File: config.mk
export PLATFORM = sky130hd
export DESIGN_NAME = sorted_insert
export DESIGN_NICKNAME = d
export VERILOG_FILES = /design/src/rtl/sorted_insert.sv
export SDC_FILE = /design/constraint.sdc
export NUM_CORES = 1
export LEC_CHECK = 0
export ABC_AREA = 1
export CAP_MARGIN = 30
export CORE_MARGIN = 2
export CORE_UTILIZATION = 50
export CTS_BUF_LIST = sky130_fd_sc_hd__clkbuf_8
export DETAILED_ROUTE_END_ITERATION = 6
export PLACE_DENSITY = 0.85
export SLEW_MARGIN = 5
export SYNTH_ARGS = -nofsm -noshare
export SYNTH_HDL_FRONTEND = slang
export SYNTH_SLANG_ARGS = --single-unit
File: constraint.sdc
create_clock -name clk -period 2.9 [get_ports clk]
set_input_delay 0.58 -clock clk [delete_from_list [all_inputs] [get_ports clk]]
set_output_delay 0.58 -clock clk [all_outputs]
set_load 0.005 [all_outputs]
File: src/rtl/sorted_insert.sv
// rtl/sorted_insert.sv - insertion-sort writer for the packed ascending key table
// One shift decision per clock; unused slots hold all ones so the bus stays sorted.
module sorted_insert #(
  parameter int W = 8,
  parameter int N = 8
) (
  input  logic                   clk,
  input  logic                   rst,
  input  logic                   en,
  input  logic [W-1:0]           X,
  input  logic                   clr,
  output logic [N*W-1:0]         data,
  output logic [$clog2(N+1)-1:0] count,
  output logic                   rdy,
  output logic                   full,
  output logic                   err
);

  localparam int CW = $clog2(N+1);
  localparam int JW = $clog2(N) + 1;

  typedef enum logic {IDLE, SHIFT} state_t;

  state_t        state_q, state_d;
  logic [W-1:0]  slot_q [N];
  logic [W-1:0]  slot_d [N];
  logic [CW-1:0] count_q, count_d;
  logic [JW-1:0] j_q, j_d;
  logic [W-1:0]  key_q, key_d;
  logic          err_q, err_d;
  logic [W-1:0]  cur;
  logic [JW-1:0] jp1;

  always_comb begin
    state_d = state_q;
    count_d = count_q;
    j_d     = j_q;
    key_d   = key_q;
    err_d   = 1'b0;
    for (int i = 0; i < N; i++) slot_d[i] = slot_q[i];
    cur = '1;
    for (int i = 0; i < N; i++) if (JW'(i) == j_q) cur = slot_q[i];
    jp1 = j_q + JW'(1);

    case (state_q)
      IDLE: begin
        if (clr) begin
          for (int i = 0; i < N; i++) slot_d[i] = '1;
          count_d = '0;
        end else if (en) begin
          if (full) begin
            err_d = 1'b1;
          end else begin
            key_d   = X;
            j_d     = JW'(count_q) - JW'(1);
            state_d = SHIFT;
          end
        end
      end
      SHIFT: begin
        // j_q MSB set means j = -1: every existing entry was moved up
        if (!j_q[JW-1] && (cur > key_q)) begin
          for (int i = 0; i < N; i++) if (JW'(i) == jp1) slot_d[i] = cur;
          j_d = j_q - JW'(1);
        end else begin
          for (int i = 0; i < N; i++) if (JW'(i) == jp1) slot_d[i] = key_q;
          count_d = count_q + CW'(1);
          state_d = IDLE;
        end
      end
      default: state_d = IDLE;
    endcase
  end

  always_ff @(posedge clk) begin
    if (rst) begin
      state_q <= IDLE;
      count_q <= '0;
      j_q     <= '0;
      key_q   <= '0;
      err_q   <= 1'b0;
      for (int i = 0; i < N; i++) slot_q[i] <= '1;
    end else begin
      state_q <= state_d;
      count_q <= count_d;
      j_q     <= j_d;
      key_q   <= key_d;
      err_q   <= err_d;
      for (int i = 0; i < N; i++) slot_q[i] <= slot_d[i];
    end
  end

  always_comb begin
    data = '0;
    for (int i = 0; i < N; i++) data[N*W-1-i*W -: W] = slot_q[i];
  end

  assign count = count_q;
  assign rdy   = (state_q == IDLE);
  assign full  = (count_q == CW'(N));
  assign err   = err_q;

endmodule

==> impl_metrics.json <==
{
  "max_cap_violations": 0,
  "groute.usage.overall_pct": 31.2,
  "cts.path.max_buffers": 2,
  "worstReg2RegEnd": "slot_q[1][11]$_SDFFE_PP1P_",
  "yosys-top-cells-area": "dfxtp_1 (33%), inv_1 (12%), nand2_1 (12%)",
  "synthToLayoutAreaGrowth_pct": 46.9,
  "vdd_drop_max_v": 0.000339,
  "place.gp.congestion": 0.976,
  "power_w": 0.00455,
  "clk_pin_slew_ns": 0.09,
  "root_buffer": "clkbuf_8",
  "fillerInstances": 628,
  "h-tree-depth": 3,
  "die_w_um": 104,
  "core-area_sq_um": 9730,
  "drt-pass1-iter-count": 5,
  "utilization_pct": 75.0,
  "worst_pin_slew_ns": 0.680,
  "antenna_left": 0,
  "hold_start": "count[3]$_SDFFE_PP0P_",
  "hold_end": "count[3]$_SDFFE_PP0P_",
  "r2r_start": "j_q[1]$_SDFFE_PP0P_",
  "globalRoute.totalOverflow": 0,
  "syn_area_sq_um": 4970,
  "multi_input_area_sq_um": 3160,
  "critPathLaunchType": "register",
  "rows": 36,
  "path_max_fanout": 8,
  "hold_path_class": "reg2reg",
  "status": "finished with violations",
  "drive_gt1_share_pct": 26.3,
  "maxSlewHeadroom_pct": 54.6,
  "io_buffers": 82,
  "cts_tree": "built",
  "synth_commonest_cells": "inv_1 (165), nand2_1 (158), nand3_1 (114)",
  "synth_area_leader_cell": "dfxtp_1",
  "p_int_w": 0.00279,
  "drcViolationCount": 0,
  "routed_wl_um": 18900,
  "hold_viol_final": 0,
  "fmax_ghz": 0.306,
  "die_y_um": 104,
  "clock-sinks": 82,
  "final-seq-area_sq_um": 1650,
  "violations": "negative setup slack",
  "cts_buffers": 9,
  "ff2ff_setup_slack_ns": -0.37,
  "dp.final_hpwl_um": 10800,
  "syn-num-nets": 789,
  "power_density_nw_per_um2": 623,
  "synth_top_area_share_pct": 33.0,
  "yosysMostFrequentCell": "inv_1",
  "io_pins": 83,
  "min_path_cells": 2,
  "dieArea_sq_um": 10700,
  "final.setup_skew_ns": 0.0119,
  "synthFlopType": "dfxtp_1",
  "clkPwrFrac_pct": 24.7,
  "ys_warn_count": 0,
  "routed_via_density": 5.76,
  "avgSynthCellArea_sq_um": 6.54,
  "ctsHoldBuffers": 0,
  "setup_violations": 73,
  "p_switching_w": 0.00176,
  "grt_max_degree": 39,
  "seqPwrFrac_pct": 29.7,
  "leakagePower_nw": 3.81,
  "grt_pass1_vias": 5397,
  "cp_data_required_time_ns": 3.17,
  "synth.distinct_cells": 36,
  "post-route-min-period_ns": 3.27,
  "grt_pass1_wl_um": 26600,
  "nNetsFinal": 920,
  "drt_iter0_drc": 675,
  "fin_crit_sh_pct": 113,
  "dr_total_vias": 5923,
  "pwr-share-comb_pct": 45.5,
  "synth_seq_cells": 82,
  "n_antenna_cell": 0,
  "grt_antenna_before_repair": 0,
  "critPathCaptureType": "register",
  "reg2reg_depth": 21,
  "synthArstFlopShare_pct": 0,
  "crit_start": "j_q[1]$_SDFFE_PP0P_",
  "maxSlewViolCount": 0,
  "critPathKind": "reg2reg",
  "p_sw_share_pct": 38.7,
  "cp.arrival_ns": 3.55,
  "setup_slack_ns": -0.373,
  "rsz0062_at_grt": "true",
  "synth_edf_count": 0,
  "clock_latency_ns": 0.38,
  "initial_core_util_pct": 51.1,
  "wl_per_cell_um": 18.4,
  "ys_seq_area_share_pct": 33.0,
  "syn_inst": 760
}
cell type report:
type / count / area share, %
clock buffer: 9 / 1.70
clock inverter: 7 / 1.94
inverter: 178 / 9.47
multi-input combinational: 474 / 43.3
sequential: 82 / 22.6
tap: 133 / 2.28
timing repair buffer: 146 / 18.7
worst max-delay path: stages (launching register included):
cell      delay, ns
dfxtp_2        0.38
inv_4          0.06
ha_4           0.17
inv_4          0.08
nand2_4        0.05
nor2_4         0.20
buf_4          0.15
nand2_1        0.04
nand3_1        0.06
nand3_1        0.09
nand3_1        0.10
nand2_1        0.09
a21boi_1       0.23
ha_1           0.28
nand3_1        0.11
nor2_1         0.06
nor2_1         0.27
nand3_4        0.17
inv_8          0.15
nand3_4        0.21
nand3_2        0.15
nand2_1        0.05
worst max-delay path by stage:
stage	end	slack, ns	cells past startpoint
global placement	slot_q[0][26]$_SDFFE_PP1P_	-0.30	23
floorplan	slot_q[0][0]$_SDFFE_PP1P_	0.01	21
finish	slot_q[1][11]$_SDFFE_PP1P_	-0.37	21
global route	slot_q[0][27]$_SDFFE_PP1P_	-0.53	22
detailed placement	slot_q[1][4]$_SDFFE_PP1P_	-0.36	20
CTS	slot_q[0][22]$_SDFFE_PP1P_	-0.13	24
cell families (layout without fill, tap and decap cells):
group	Yosys count	in the layout	share of synthesized area (%)
AND/OR/NAND/NOR	326	327	31.3
adder cells (fa/ha/maj)	17	17	4.28
XOR/XNOR	4	4	0.857
buffers and inverters	205	340	16.9
AO/OA/AOI/OAI	126	126	13.6
flip-flops	82	82	33.0
routing by layer:
metal / up-vias / routed length, um / track usage [%]
met2: 480 / 8840 / 51.2
li1: 2640 / - / -
met3: 134 / 2110 / 7.74
met4: 0 / 1390 / 19.6
met5: - / 0 / 0
met1: 2669 / 6590 / 36.4
registers in the layout (all words and copies together), names as in the netlist:
| register | count |
|---|---|
| err | 1 |
| count | 4 |
| slot_q | 64 |
| j_q | 4 |
| state_q | 1 |
| key_q | 8 |
timing repair:
| item | 4_1_cts | 5_1_grt |
|---|---|---|
| resized for setup | 90 | 71 |
| pin swaps | 26 | 30 |
| gates cloned | 1 | 0 |
| endpoints found under the setup margin | 73 | 73 |
| setup buffers | 3 | 6 |
cell usage in the layout, fill, tap and decap left out, types with 3 or more instances in the layout:
master	n
inv_1	153
nand2_1	142
clkdlybuf4s50_1	82
dfxtp_1	78
o21ai_0	64
nand3_1	54
nand3_2	53
buf_4	51
nand2_2	25
a21oi_1	23
o21ai_1	21
nand3_4	15
nor2_1	14
buf_6	10
inv_2	9
clkinv_1	9
ha_1	9
clkbuf_8	9
ha_4	8
a21oi_2	7
inv_4	6
nand2_4	5
nor2_4	5
o21ai_2	5
nand2_8	5
bufinv_16	4
dfxtp_2	3
per-stage QoR:
| stage | cell area, sq um | TNS [ns] | setup slack (ns) | cells | hold slack, ns |
|---|---|---|---|---|---|
| finish | 7300 | -23.80 | -0.373 | 1029 | 0.516 |
| global route | 7300 | -34.67 | -0.531 | 1029 | 0.533 |
| CTS | 6950 | -6.52 | -0.131 | 1023 | 0.505 |
| detailed placement | 6240 | -21.68 | -0.363 | 1003 | 0.490 |
| global placement | 6240 | -17.26 | -0.296 | 1003 | 0.478 |
| floorplan | 5000 | 0 | 0.00986 | 760 | 0.453 |
power by group through the flow:
stage | Combinational, W | Clock [W] | Sequential (W)
detailed placement | 0.00149 | 0 | 0.00136
floorplan | 0.000889 | 0 | 0.00135
global placement | 0.00146 | 0 | 0.00136
finish | 0.00207 | 0.00113 | 0.00135
CTS | 0.00175 | 0.00111 | 0.00134
global route | 0.00219 | 0.00117 | 0.00136
Power figures use the tool's default switching activity.
